===== src/rtl/quiz_round_ctrl.sv =====
// Round controller for the two-player arithmetic quiz: question sequencing, buzz-in arbitration,
// answer judging and scoring. Define QUIZ_PENALTY_EN to make wrong answers cost one point.
module quiz_round_ctrl #(
  parameter int NUM_Q          = 9,
  parameter int SCORE_W        = 5,
  parameter int TIMEOUT_CYCLES = 1000,
  parameter int REVEAL_CYCLES  = 200
) (
  input  logic               clk,
  input  logic               rst_n,
  input  logic               start,
  input  logic               bank_sel,
  input  logic [8:0]         joy_left,
  input  logic [8:0]         joy_right,
  input  logic [3:0]         correct_ans,
  output logic               q_bank,
  output logic [3:0]         q_index,
  output logic [2:0]         phase,
  output logic               buzz_left,
  output logic               buzz_right,
  output logic               result_valid,
  output logic               result_correct,
  output logic [SCORE_W-1:0] score_left,
  output logic [SCORE_W-1:0] score_right,
  output logic               game_over,
  output logic [1:0]         winner
);

  localparam int TW = (TIMEOUT_CYCLES > 1) ? $clog2(TIMEOUT_CYCLES) : 1;
  localparam int RW = (REVEAL_CYCLES > 1) ? $clog2(REVEAL_CYCLES) : 1;
  localparam logic [TW-1:0] T_LAST = TW'(TIMEOUT_CYCLES - 1);
  localparam logic [RW-1:0] R_LOAD = RW'(REVEAL_CYCLES - 1);
  localparam logic [3:0]    Q_LAST = 4'(NUM_Q - 1);

  typedef enum logic [2:0] {
    S_IDLE   = 3'd0,
    S_WAIT   = 3'd1,
    S_JUDGE  = 3'd2,
    S_REVEAL = 3'd3,
    S_DONE   = 3'd4
  } state_t;

  state_t             state_q;
  logic               bank_q;
  logic [3:0]         idx_q;
  logic               buzz_l_q, buzz_r_q;
  logic               rv_q, rc_q;
  logic [SCORE_W-1:0] sl_q, sr_q;
  logic               go_q;
  logic [1:0]         win_q;
  logic               lock_l_q, lock_r_q;
  logic               prio_r_q;
  logic               any_l_q, any_r_q;
  logic [8:0]         ans_q;
  logic [TW-1:0]      timer_q;
  logic [RW-1:0]      rev_q;

  function automatic logic [SCORE_W-1:0] sat_inc(input logic [SCORE_W-1:0] s);
    return (&s) ? s : s + SCORE_W'(1);
  endfunction

  function automatic logic [SCORE_W-1:0] sat_dec(input logic [SCORE_W-1:0] s);
    return (s == '0) ? s : s - SCORE_W'(1);
  endfunction

  // Rising-edge press detection; a held stick never fires twice.
  logic any_l, any_r, press_l, press_r, elig_l, elig_r, take_l, take_r;
  assign any_l   = |joy_left;
  assign any_r   = |joy_right;
  assign press_l = any_l & ~any_l_q;
  assign press_r = any_r & ~any_r_q;
  assign elig_l  = press_l & ~lock_l_q;
  assign elig_r  = press_r & ~lock_r_q;
  assign take_l  = elig_l & (~elig_r | ~prio_r_q);
  assign take_r  = elig_r & (~elig_l |  prio_r_q);

  // Out-of-range correct_ans shifts to zero and can never match a pressed vector.
  logic judge_ok, both_locked_nxt;
  assign judge_ok        = (ans_q == (9'd1 << (correct_ans - 4'd1)));
  assign both_locked_nxt = (lock_l_q | buzz_l_q) & (lock_r_q | buzz_r_q);

  always_ff @(posedge clk or negedge rst_n) begin
    if (!rst_n) begin
      state_q  <= S_IDLE;
      bank_q   <= 1'b0;
      idx_q    <= '0;
      buzz_l_q <= 1'b0;
      buzz_r_q <= 1'b0;
      rv_q     <= 1'b0;
      rc_q     <= 1'b0;
      sl_q     <= '0;
      sr_q     <= '0;
      go_q     <= 1'b0;
      win_q    <= 2'b00;
      lock_l_q <= 1'b0;
      lock_r_q <= 1'b0;
      prio_r_q <= 1'b0;
      any_l_q  <= 1'b0;
      any_r_q  <= 1'b0;
      ans_q    <= '0;
      timer_q  <= '0;
      rev_q    <= '0;
    end else begin
      any_l_q <= any_l;
      any_r_q <= any_r;
      rv_q    <= 1'b0;
      rc_q    <= 1'b0;
      case (state_q)
        S_IDLE, S_DONE: begin
          if (start) begin
            bank_q   <= bank_sel;
            idx_q    <= '0;
            sl_q     <= '0;
            sr_q     <= '0;
            lock_l_q <= 1'b0;
            lock_r_q <= 1'b0;
            buzz_l_q <= 1'b0;
            buzz_r_q <= 1'b0;
            timer_q  <= '0;
            win_q    <= 2'b00;
            go_q     <= 1'b0;
            state_q  <= S_WAIT;
          end
        end
        S_WAIT: begin
          if (take_l | take_r) begin
            buzz_l_q <= take_l;
            buzz_r_q <= take_r;
            ans_q    <= take_l ? joy_left : joy_right;
            if (elig_l & elig_r) prio_r_q <= ~prio_r_q;
            // Saturate so a press on the timeout cycle cannot push the timer past its limit.
            if (timer_q != T_LAST) timer_q <= timer_q + TW'(1);
            state_q  <= S_JUDGE;
          end else if (timer_q == T_LAST) begin
            rv_q    <= 1'b1;
            rev_q   <= R_LOAD;
            state_q <= S_REVEAL;
          end else begin
            timer_q <= timer_q + TW'(1);
          end
        end
        S_JUDGE: begin
          rv_q <= 1'b1;
          if (judge_ok) begin
            rc_q <= 1'b1;
            if (buzz_l_q) sl_q <= sat_inc(sl_q);
            if (buzz_r_q) sr_q <= sat_inc(sr_q);
            rev_q   <= R_LOAD;
            state_q <= S_REVEAL;
          end else begin
            lock_l_q <= lock_l_q | buzz_l_q;
            lock_r_q <= lock_r_q | buzz_r_q;
            buzz_l_q <= 1'b0;
            buzz_r_q <= 1'b0;
`ifdef QUIZ_PENALTY_EN
            if (buzz_l_q) sl_q <= sat_dec(sl_q);
            if (buzz_r_q) sr_q <= sat_dec(sr_q);
`endif
            if (both_locked_nxt) begin
              rev_q   <= R_LOAD;
              state_q <= S_REVEAL;
            end else begin
              state_q <= S_WAIT;
            end
          end
        end
        S_REVEAL: begin
          if (rev_q == '0) begin
            buzz_l_q <= 1'b0;
            buzz_r_q <= 1'b0;
            lock_l_q <= 1'b0;
            lock_r_q <= 1'b0;
            timer_q  <= '0;
            if (idx_q == Q_LAST) begin
              go_q    <= 1'b1;
              state_q <= S_DONE;
              if (sl_q > sr_q)      win_q <= 2'b01;
              else if (sr_q > sl_q) win_q <= 2'b10;
              else                  win_q <= 2'b11;
            end else begin
              idx_q   <= idx_q + 4'd1;
              state_q <= S_WAIT;
            end
          end else begin
            rev_q <= rev_q - RW'(1);
          end
        end
        default: state_q <= S_IDLE;
      endcase
    end
  end

`ifndef QUIZ_PENALTY_EN
  logic unused_dec;
  assign unused_dec = ^sat_dec(sl_q);
`endif

  assign q_bank         = bank_q;
  assign q_index        = idx_q;
  assign phase          = state_q;
  assign buzz_left      = buzz_l_q;
  assign buzz_right     = buzz_r_q;
  assign result_valid   = rv_q;
  assign result_correct = rc_q;
  assign score_left     = sl_q;
  assign score_right    = sr_q;
  assign game_over      = go_q;
  assign winner         = win_q;

endmodule


===== config.mk =====
export PLATFORM = sky130hd
export DESIGN_NAME = quiz_round_ctrl
export DESIGN_NICKNAME = d
export VERILOG_FILES = /design/src/rtl/quiz_round_ctrl.sv
export SDC_FILE = /design/constraint.sdc
export NUM_CORES = 1
export LEC_CHECK = 0
export ABC_AREA = 1
export BUFFER_PORTS_ARGS = -buffer_cell sky130_fd_sc_hd__buf_2
export CAP_MARGIN = 15
export CORE_UTILIZATION = 40
export DETAILED_ROUTE_END_ITERATION = 8
export SLEW_MARGIN = 5
export SYNTH_ARGS = -nofsm -noshare
export SYNTH_HDL_FRONTEND = slang
export SYNTH_SLANG_ARGS = --single-unit

===== constraint.sdc =====
create_clock -name clk -period 2.3 [get_ports clk]
set_clock_uncertainty 0.2 [all_clocks]
set_input_delay 0.23 -clock clk [delete_from_list [all_inputs] [get_ports clk]]
set_output_delay 0.23 -clock clk [all_outputs]
set_load 0.03 [all_outputs]

### Yosys cells after proc, flatten, opt, wreduce, memory -nomap -nowiden

Cells that the tools add are included.

* register bits: 57
* input port bits: 26
* output and inout port bits: 25

* add/subtract/negate cells: 6
* magnitude comparators: 2
* equality and inequality tests: 26
* shift operators: 1
* multiplexer cells: 59
* bitwise operators: 20
* reductions and logical operators: 25

Operators by type and width (number)
* $mux W10: 5
* $mux W8: 5
* $mux W5: 7
* $reduce_and A5 Y1: 7
* $pmux W10 S3: 1
* $ne A2 B2 Y1 const B: 14
* $pmux W8 S3: 1
* $pmux W5 S2: 2
* $reduce_or A9 Y1: 2
* $mux W3: 5
* $mux W1: 14
* $mux W2: 6
* $mux W4: 3
* $ne A3 B3 Y1 const B: 4
* $pmux W3 S4: 1
* $reduce_and A4 Y1: 3
* $add A10 B1 Y10 const B: 1
* $add A5 B1 Y5 const B: 2
* $eq A10 B10 Y1 const B: 1
* $gt A5 B5 Y1: 2
* $ne A10 B10 Y1 const B: 1
* $eq A9 B9 Y1: 1
* $mux W9: 1
* $reduce_bool A3 Y1: 3
* 23 further kinds: 47

### Longest topological paths before layout

Gate-level depths: netlist of the first run.

* word-level depth: 9
* gate-level depth with buffers: 14

### Worst setup path after synthesis of the first run

OpenSTA, ideal clock, no wires.

* kind: reg2reg
* from: reg sr_q[0], in the netlist score_right[0]
* to: reg sr_q[2], in the netlist score_right[2]
* library setup time: 118 ps
* data arrival time: 1742 ps
* data required time: 1982 ps
* path slack: 240 ps
* stages on the path, launching flop included: 9
* buffers on the path: 0
* clock period less this slack: 2060 ps
* cell sequence: dfrtp_1 ha_1 nand2_1 nor2_1 ha_1 o21ai_0 nand3_2 nand2_1 nand2_1

* cells in the longest elaborated chain, start to end: 5

RTL lines
* start, declared: line 48 `logic [SCORE_W-1:0] sl_q, sr_q;`
* start signal, assigned: line 147 `if (buzz_r_q) sr_q <= sat_inc(sr_q);`
* $add A5 B1 Y5: line 59 `return (&s) ? s : s + SCORE_W'(1);`
* $mux W5: line 59
* $mux W5: line 147
* $mux W5: line 144 `if (judge_ok) begin`
* $pmux W5 S2: line 108 `case (state_q)`

Several ways; a longest one is shown, not always the timed one. The select of a mux whose other input is x is not followed.
A chain may end at the register's enable or synchronous reset.

### Worst setup path in the final report of the first run

* from: in joy_left[1]
* to: reg ans_q[7]

* cells in the longest elaborated chain, start to end: 8

RTL lines
* start, declared: line 13 `input logic [8:0] joy_left,`
* $reduce_or A9 Y1 (*): line 68 `assign any_l = |joy_left;`
* via any_l: line 67 `logic any_l, any_r, press_l, press_r, elig_l, elig_r, take_l, take_r;`
* $and A1 B1 Y1 (*): line 70 `assign press_l = any_l & ~any_l_q;`
* $and A1 B1 Y1 (*): line 72 `assign elig_l = press_l & ~lock_l_q;`
* $not A1 Y1: line 75 `assign take_r = elig_r & (~elig_l | prio_r_q);`
* $or A1 B1 Y1: line 75
* $and A1 B1 Y1: line 75
* $or A1 B1 Y1: line 126 `if (take_l | take_r) begin`
* $reduce_and A2 Y1 (no source line)
* end signal, assigned: line 129 `ans_q <= take_l ? joy_left : joy_right;`
* end, declared: line 54 `logic [8:0] ans_q;`

The timed path passes the listed nets; every way through them passes the cells marked *.

==> results of run 1 <==
-- logic make-up after synthesis --
group | after synthesis | synth area share [%]
DFF | 57 | 39.5
xor gates and xnor gates | 15 | 3.64
adders and majority gates | 14 | 4.85
and+or+nand+nor | 292 | 36.8
buffers and inverters | 62 | 6.93
muxes | 1 | 0.312
AOI/OAI and AO/OA | 47 | 7.98
-- metrics by stage --
step           total power, mW  hold WS [ps]
2_1_floorplan             2.89          -266
3_3_place_gp              3.35          58.7
3_5_place_dp              3.37          61.5
4_1_cts                   4.35          14.2
5_1_grt                   4.68          76.4
6_report                  4.31          25.5
-- worst min path at each step --
| stage | slack [ps] | endpoint | cells after the start |
|---|---|---|---|
| after CTS | 10 | ans_q[6] | 5 |
| after global placement | 60 | score_left[1] | 2 |
| after global routing | 80 | any_l_q | 4 |
| after detailed placement | 60 | score_left[2] | 2 |
| after floorplan | -270 | ans_q[0] | 0 |
| final | 30 | ans_q[6] | 5 |
-- routing by layer --
layer / vias to the layer above / track usage (%) / wire [µm]
met1: 1524 / 24.2 / 3840
met4: 0 / 6.54 / 156
met5: - / 0 / 0
li1: 1737 / - / -
met2: 63 / 31.7 / 4080
met3: 14 / 5.13 / 275
-- where the power goes --
group          internal, mW  leakage [nW]  total [mW]  switching (mW)
clock                 0.550         0.102       0.937           0.387
combinational         0.651          1.43        1.94            1.29
sequential             1.21         0.739        1.43           0.219
total                  2.41          2.27        4.31            1.90
-- what timing repair did --
action | CTS | global route
resized for setup | 0 | 0
buffers inserted | 0 | 0
endpoints found under the hold margin | 65 | 0
hold buffers | 16 | 0
-- final cells by class --
cell class | instances | area (µm²) | area share, %
multi-input combinational | 369 | 1930 | 44.2
sequential | 57 | 1430 | 32.6
tap | 108 | 135 | 3.09
clock inverter | 3 | 40.0 | 0.915
timing repair buffer | 73 | 475 | 10.9
inverter | 56 | 210 | 4.81
clock buffer | 12 | 155 | 3.55
-- cell usage in the layout (no fill, tap or decap), types with 7 or more instances in the layout --
cell type        n
nor2_1          55
buf_2           50
dlygate4sd3_1   16
inv_1           50
o21ai_0         15
clkbuf_8        11
nor2_2           7
ha_1            14
nand3_1         47
xor2_1          12
a31oi_1          7
nand4_1         12
nand2_1        145
dfrtp_1         57
o21ai_1          7
a21oi_1          7
-- worst register-to-register path, cell delays in order, from the launching register on --
cell	delay, ps
dfrtp_1	390
inv_1	130
ha_1	190
nand2_1	70
o21ai_2	180
nand2_1	120
inv_2	140
o21ai_2	90
a21o_1	260
nand2_1	90
o31ai_1	60
-- flip-flops by register name (all words and copies together) (netlist names), 2 cells and up --
signal	cells
q_index	4
score_left	5
timer_q	10
score_right	5
winner	2
rev_q	8
ans_q	9
phase	3
==> results.py, run 1 <==
metrics = {
    "synth": {
        "synth.top_cells.by_count": "nand2_1, dfrtp_1, nor2_1",
        "synth-edff-count": 0,
        "synth_top_cell_area_share_pct": 39.5,
        "yosysWarningCount": 0,
        "ys_seq_area_share_pct": 39.5,
        "syn_nets": 528,
        "ys_types": 39,
        "synth_area_per_cell_um2": 7.39,
        "ys_ff_latch": 57,
        "yosys.cell_count.top_type": "nand2_1",
        "synth_area_um2": 3610,
        "async_flop_share_pct": 100,
        "yosys_most_used_dff": "dfrtp_1",
        "netlist_instances": 488,
        "synth_top_cell_by_area": "dfrtp_1",
        "synth_area_leaders": "dfrtp_1, nand2_1, nand3_1",
    },
    "setup_path": {
        "cpLargestDelayFamily": "simple AND/OR/NAND/NOR gates",
        "crit_chain": "dlygate4sd3_1, buf_2, nor2_1, nand3_1, or2_1, nand2_2, inv_2, nand2_2, nand2_1, o21ai_0, nand2_1, o21ai_0",
        "endpoint_kind": "register",
        "cp_slowest_cell": "dlygate4sd3_1",
        "cp.arrival_ps": 2120,
        "startpoint": "joy_left[1]",
        "worst_ep_required_time_ps": 2350,
        "worst-path-stages": 12,
        "r2r_start": "rev_q[0]",
        "rr_worst_depth": 10,
        "path_buf_inv": 3,
        "slowest_delay_ps": 560,
        "cp-start-kind": "primary input",
        "r2r_end": "timer_q[0]",
        "crit_type": "in2reg",
        "rrSetupSlack_ps": 270,
        "worst-path-max-fanout": 12,
        "cp-endpoint": "ans_q[7]",
    },
    "grt": {
        "grt.overflow.total": 0,
        "first_global_vias": 3225,
        "antenna_found_initial": 0,
        "grt_pass1_wl_um": 14700,
        "grt_max_degree": 58,
        "track_usage_pct": 19.2,
    },
    "cells_and_area": {
        "diodes": 0,
        "fin_nets": 606,
        "layout.cells.non_filler": 678,
        "area_growth_pct": 21.2,
        "fin_util_pct": 50.2,
        "fin_area_um2": 4370,
        "post_route_cells_drive_above_1_share_pct": 18.6,
        "fillerInstances": 857,
    },
    "detailed_routing": {
        "drt_first_pass_iters": 5,
        "route.detailed.drc": 0,
        "drtIter0Drc": 168,
        "wl_per_cell_um": 12.3,
        "wl_um": 8360,
        "drtAntennaViolNets": 0,
        "num_vias": 3338,
        "vias_per_cell": 4.92,
    },
    "placement": {
        "place_ws_ps": 271,
        "gp_congestion": 0.841,
        "post-dp-hpwl_um": 6040,
        "post-place-cells": 647,
        "port_buffers": 50,
        "placed_cell_area_um2": 4020,
    },
    "sta": {
        "setup_tns_ps": 0,
        "finalCritPeriodShare_pct": 89.8,
        "setup_viol_count_final": 0,
        "fin_crit_ps": 2070,
        "worst_slew_pin_slew_ps": 325,
        "final-hold-violation-count": 0,
        "rsz0062_at_grt": "false",
        "slew_violations": 0,
        "relSlewSlack_pct": 78.3,
        "fin_ws_ps": 234,
        "timing.fmax_ghz": 0.484,
    },
    "clock_tree": {
        "numCtsBuffers": 9,
        "clk_pin_slew_ps": 60,
        "numClockSinks": 57,
        "cts_tree": "built",
        "cts_buffer_depth": 2,
        "clk_latency_ps": 340,
        "cts_root_buf": "clkbuf_8",
        "htreeDepth": 3,
    },
    "floorplan": {
        "start_util_pct": 41.4,
        "die_h_um": 97.0,
        "core_area_um2": 8720,
        "rows": 34,
        "dieArea_um2": 9410,
        "ios": 51,
        "die_w_um": 97.0,
    },
    "min_path": {
        "worstHoldPathType": "in2reg",
        "min_from": "joy_right[6]",
    },
    "power": {
        "p_leak_nw": 2.27,
        "peakVddDrop_v": 0.000478,
        "power_density_nw_per_um2": 986,
    },
    "flow_run": {
        "maxCapViolCount": 0,
    },
    "status": {
        "outcome": "completed",
    },
}
No activity file was read; power rests on OpenSTA's default activity.
==> inputs of run 2 (changes only) <==
==> constraint.sdc (replaced) <==
create_clock -name clk -period 2.3 [get_ports clk]
set_clock_uncertainty 0.2 [all_clocks]
set_input_delay 0.345 -clock clk [delete_from_list [all_inputs] [get_ports clk]]
set_output_delay 0.345 -clock clk [all_outputs]
set_load 0.03 [all_outputs]
==> run 2 against run 1 <==
  * First-iteration DRC count fell by 4.2%
  * Sequential power barely moved
  * Critical path depth fell by 2
  * Register-to-register slack got worse by 50 ps
  * Clock power fell by 18%
  * Sequential share of layout area rose by 1.5 points
  * Critical path type is now reg2reg
==> results.py, run 2 (same netlist as run 1, synthesis figures left out) <==
metrics = {
    "min_path": {
        "worstHoldPathType": "in2reg",
    },
    "clock_tree": {
        "htreeDepth": 3,
        "clk_latency_ps": 330,
        "cts_root_buf": "clkbuf_8",
        "cts_tree": "built",
        "numCtsBuffers": 9,
        "numClockSinks": 57,
        "cts_buffer_depth": 2,
        "post_cts_buffers": 0,
        "clk_pin_slew_ps": 60,
    },
    "sta": {
        "relSlewSlack_pct": 61.3,
        "hold-worst-slack_ps": 45.5,
        "setup_viol_count_final": 0,
        "worst_slew_pin_slew_ps": 580,
        "final-hold-violation-count": 0,
        "setup_tns_ps": 0,
        "finalCritPeriodShare_pct": 90.5,
        "timing.fmax_ghz": 0.481,
        "slew_violations": 0,
        "fin_crit_ps": 2080,
        "rsz0062_at_grt": "false",
    },
    "status": {
        "outcome": "completed",
    },
    "cells_and_area": {
        "reg_top3": "timer_q: 10 flops, ans_q: 9 flops, rev_q: 8 flops",
        "regArea_um2": 1430,
        "largest_reg_flops": 10,
        "multi_input_area_um2": 1940,
        "final_cell_mix": "nand2_1, dfrtp_1, nor2_1, inv_1, buf_2",
        "mostFrequentLayoutCell": "nand2_1",
        "fin_area_um2": 4180,
        "fin_nets": 591,
        "regMostFlops": "timer_q",
        "fillerInstances": 894,
        "post_route_cells_drive_above_1_share_pct": 18.8,
        "diodes": 0,
        "area_growth_pct": 15.9,
    },
    "placement": {
        "placed_cell_area_um2": 4020,
        "gp_congestion": 0.871,
        "port_buffers": 50,
        "post-dp-hpwl_um": 6140,
    },
    "grt": {
        "antenna_found_initial": 0,
        "grt_pass1_wl_um": 14500,
        "grt_max_degree": 58,
        "first_global_vias": 3175,
        "track_usage_pct": 18.8,
        "grt.overflow.total": 0,
    },
    "power": {
        "power_switching_mw": 1.88,
        "power_density_nw_per_um2": 988,
        "power_mw": 4.13,
        "p_clk_share_pct": 18.6,
        "p_int_mw": 2.25,
        "combPwrFrac_pct": 46.5,
        "p_seq_share_pct": 34.9,
        "p_leak_nw": 2.19,
        "peakVddDrop_v": 0.000667,
        "swShare_pct": 45.5,
    },
    "flow_run": {
        "maxCapViolCount": 0,
    },
    "detailed_routing": {
        "drtAntennaViolNets": 0,
        "met1_length_um": 3750,
        "wl_per_cell_um": 12.3,
        "wl_um": 8130,
        "vias_per_cell": 4.98,
        "num_vias": 3295,
        "drtIter0Drc": 161,
        "dr.max_layer_used": "met4",
        "wl_met3_um": 289,
        "route.detailed.drc": 0,
        "route.met2.wl_um": 3980,
        "drt_first_pass_iters": 4,
    },
    "setup_path": {
        "worst-path-max-fanout": 9,
        "cpLargestDelayFamily": "compound AO/OA/AOI/OAI gates",
        "crit_chain": "inv_1, ha_1, nand2_1, o21ai_2, nand2_1, inv_2, o21ai_2, a21o_1, nand2_1, o31ai_1",
        "slowest_delay_ps": 390,
        "cp.arrival_ps": 2090,
        "cpMostUsedCell": "nand2_1",
        "worst_ep_required_time_ps": 2310,
        "crit_type": "reg2reg",
        "endpoint_kind": "register",
        "cp-start-kind": "register",
        "cp_slowest_cell": "dfrtp_1",
        "path_buf_inv": 2,
    },
    "floorplan": {
        "start_util_pct": 41.4,
        "die_w_um": 97.0,
        "core_area_um2": 8720,
        "dieArea_um2": 9410,
        "die_h_um": 97.0,
        "rows": 34,
        "ios": 51,
    },
}
run 2: timing repair:
item | in CTS | in global routing
resized for setup | 0 | 1
hold endpoints to repair | 57 | 0
endpoints found under the setup margin | 0 | 1
hold buffers | 1 | 0
run 2: path summary, 6_finish.rpt:
| check | from | end | slack [ps] | cells after the start |
|---|---|---|---|---|
| hold reg to reg | game_over | game_over | 270 | 2 |
| setup reg to reg | rev_q[0] | timer_q[0] | 220 | 10 |
| setup / recovery | rev_q[0] | timer_q[0] | 220 | 10 |
| hold / removal | bank_sel | q_bank | 50 | 2 |
| max in group asynchronous | rst_n | prio_r_q | 1290 | 3 |
| min in group asynchronous | rst_n | score_left[1] | 330 | 3 |
run 2: power groups by stage:
stage	clock network [mW]	logic, mW	registers (mW)
final	0.769	1.92	1.44
after global routing	0.833	2.18	1.48
after CTS	0.795	1.93	1.44
after detailed placement	0	1.93	1.46
after global placement	0	1.91	1.45
after floorplan	0	1.34	1.54
run 2: area by class of cell:
type | instances | share of cell area [%]
Sequential cell | 57 | 34.1
Inverter | 56 | 5.02
Clock inverter | 1 | 0.120
Multi-Input combinational cell | 369 | 46.3
Tap cell | 108 | 3.23
Timing Repair Buffer | 58 | 7.78
Clock buffer | 12 | 3.47
run 2: worst reg2reg max path: stages, from the launching register on:
cell and delay, ps:
dfrtp_1 390, inv_1 140, ha_1 180, nand2_1 70
o21ai_2 200, nand2_1 130, inv_2 140, o21ai_2 80
a21o_1 270, nand2_1 90, o31ai_1 70
run 2: routing by layer:
layer / up-vias / track usage, %
met2: 51 / 32.0
met1: 1526 / 23.6
met4: 0 / 5.97
met3: 14 / 4.34
li1: 1704 / -
met5: - / 0
run 2: metrics by stage:
| stage | instances | setup WS (ps) | utilization [%] |
|---|---|---|---|
| CTS | 661 | 234 | 47.9 |
| global placement | 647 | 263 | 46.1 |
| global route | 661 | 46.1 | 48.0 |
| detailed placement | 647 | 233 | 46.1 |
| finish | 661 | 220 | 48.0 |
| floorplan | 488 | 240 | - |
==> inputs of run 3 (changes only) <==
Settings changed: ABC_AREA 1 to not set.
==> run 3 against run 2 <==
  * The flow now finishes with violations (setup timing)
  * Wire length grew 10%
  * Synthesized cell count shrank 26%
  * Die area shrank 7.4%
  * Final area grew 8.8%
  * Non-clock buffer count grew 53
  * Global-route usage grew 3.2 points
  * Critical path type unchanged
  * Largest power group unchanged
==> results.py, run 3 <==
metrics = {
    "grt": {
        "grt_pass1_wl_um": 14900,
        "grt.overflow.total": 0,
        "antenna_found_initial": 0,
        "track_usage_pct": 22.0,
        "grt_max_degree": 28,
        "first_global_vias": 3126,
    },
    "setup_path": {
        "endpoint_kind": "register",
        "worst-path-max-fanout": 4,
        "rrSetupSlack_ps": -90,
        "r2r_start": "score_left[1]",
        "rr_worst_depth": 9,
        "cp-start-kind": "register",
        "cp-endpoint": "score_left[2]",
        "cp.arrival_ps": 2450,
        "worst_ep_required_time_ps": 2360,
        "startpoint": "score_left[1]",
        "crit_type": "reg2reg",
        "r2r_end": "score_left[2]",
    },
    "floorplan": {
        "ios": 51,
        "die_h_um": 93.3,
        "dieArea_um2": 8700,
        "start_util_pct": 42.3,
        "rows": 32,
        "core_area_um2": 7890,
        "die_w_um": 93.3,
    },
    "synth": {
        "synth_area_leaders": "dfrtp_1, ha_1, o21ai_0",
        "synth_top_cell_by_area": "dfrtp_1",
        "synth-edff-count": 0,
        "ys_ff_latch": 57,
        "ys_types": 59,
        "syn_nets": 403,
        "synth_top_cell_area_share_pct": 42.8,
        "synth.top_cells.by_count": "dfrtp_1, nand2_1, o21ai_0",
        "synth_area_um2": 3330,
        "yosysWarningCount": 0,
        "ys_seq_area_share_pct": 42.8,
        "yosys_most_used_dff": "dfrtp_1",
        "async_flop_share_pct": 100,
        "yosys.cell_count.top_type": "dfrtp_1",
        "netlist_instances": 363,
        "synth_area_per_cell_um2": 9.19,
    },
    "detailed_routing": {
        "route.detailed.drc": 0,
        "vias_per_cell": 5.48,
        "wl_um": 8950,
        "drtAntennaViolNets": 0,
        "num_vias": 3195,
        "drtIter0Drc": 121,
        "drt_first_pass_iters": 5,
        "wl_per_cell_um": 15.3,
    },
    "power": {
        "peakVddDrop_v": 0.000585,
        "power_density_nw_per_um2": 948,
        "p_leak_nw": 2.14,
    },
    "sta": {
        "finalCritPeriodShare_pct": 104,
        "hold-worst-slack_ps": 36.1,
        "worst_slew_pin_slew_ps": 662,
        "relSlewSlack_pct": 55.7,
        "slew_violations": 0,
        "fin_ws_ps": -87.7,
        "timing.fmax_ghz": 0.419,
        "setup_tns_ps": -89.4,
        "rsz0062_at_grt": "true",
        "final-hold-violation-count": 0,
        "setup_viol_count_final": 2,
        "fin_crit_ps": 2390,
    },
    "cells_and_area": {
        "regMostFlops": "timer_q",
        "diodes": 0,
        "post_route_cells_drive_above_1_share_pct": 34.7,
        "fillerInstances": 714,
        "mostFrequentLayoutCell": "buf_4",
        "reg_top3": "timer_q: 10 flops, ans_q: 9 flops, rev_q: 8 flops",
        "largest_reg_flops": 10,
        "final_cell_mix": "buf_4, dfrtp_1, buf_2, nand2_1, nor2_1",
        "area_growth_pct": 36.5,
        "fin_nets": 516,
        "layout.cells.non_filler": 583,
        "fin_area_um2": 4550,
    },
    "clock_tree": {
        "cts_buffer_depth": 2,
        "clk_pin_slew_ps": 70,
        "numClockSinks": 57,
        "numCtsBuffers": 9,
        "cts_tree": "built",
        "clk_latency_ps": 330,
        "cts_root_buf": "clkbuf_8",
        "htreeDepth": 3,
    },
    "status": {
        "outcome": "complete, but fails checks",
        "violations": "setup timing",
    },
    "placement": {
        "gp_congestion": 0.853,
        "post-place-cells": 561,
        "place_ws_ps": -255,
        "placed_cell_area_um2": 4120,
        "post-dp-hpwl_um": 6670,
        "port_buffers": 50,
    },
    "min_path": {
        "worstHoldPathType": "in2reg",
    },
    "flow_run": {
        "maxCapViolCount": 0,
    },
}
run 3: cell count changes after synthesis, sizes merged, moves of 9 or more:
cell	delta
nor3	+12
or3	+9
inv	-33
nand3	-36
mux2i	+9
nor2	-36
nand2	-114
run 3: cell type report:
type / instances / area, µm² / share of cell area [%]
clock buffer: 11 / 151 / 3.33
clock inverter: 5 / 77.6 / 1.70
inverter: 23 / 86.3 / 1.90
multi-input combinational: 274 / 1930 / 42.4
sequential: 57 / 1430 / 31.4
tap: 102 / 128 / 2.80
timing repair buffer: 111 / 749 / 16.5
run 3: through the flow:
step	util (%)	total power [mW]
CTS	56.0	4.15
floorplan	-	2.29
detailed placement	52.3	3.00
finish	57.7	4.31
global route	57.7	4.60
global placement	52.3	2.98
run 3: kinds of logic (layout without fill, tap and decap cells):
group / after synthesis / after routing / share of synthesized area, %
buf+inv: 32 / 150 / 3.86
flops: 57 / 57 / 42.8
compound gates: 91 / 91 / 18.9
xor+xnor: 12 / 12 / 3.15
fa+ha+maj: 14 / 14 / 5.25
mux: 11 / 11 / 3.38
simple gates: 146 / 146 / 22.7
run 3: worst min-delay path by stage:
stage / from / to / slack [ps] / cells past startpoint
after floorplan: rst_n / ans_q[0] / -150 / 0
after global placement: rst_n / ans_q[3] / 100 / 1
after detailed placement: rst_n / ans_q[3] / 90 / 1
after CTS: joy_right[4] / any_r_q / 30 / 3
after global routing: joy_right[4] / any_r_q / 40 / 3
final: joy_left[4] / any_l_q / 40 / 3
run 3: where the power goes:
group	leakage [nW]	switching (mW)	internal [mW]
clock	0.115	0.407	0.665
sequential	0.743	0.209	1.18
combinational	1.29	1.04	0.817
run 3: layer usage:
layer / up-vias / routed length [µm] / GRT usage (%)
met4: 0 / 155 / 6.79
met2: 70 / 4240 / 35.7
met3: 13 / 361 / 4.23
met1: 1550 / 4190 / 29.7
li1: 1562 / - / -
met5: - / 0 / 0
run 3: critical path: stages (launching register included):
cell	delay, ps
dfrtp_2	400
ha_2	170
inv_1	60
nor3_1	40
ha_1	190
or3_1	360
a21oi_2	190
inv_2	90
or4_4	490
a21oi_2	130
run 3: timing repair:
action | in CTS | in global routing
resized for setup | 13 | 33
setup endpoints to repair | 25 | 37
hold buffers | 2 | 0
pin swaps | 12 | 19
endpoints found under the hold margin | 14 | 0
setup buffers | 2 | 3
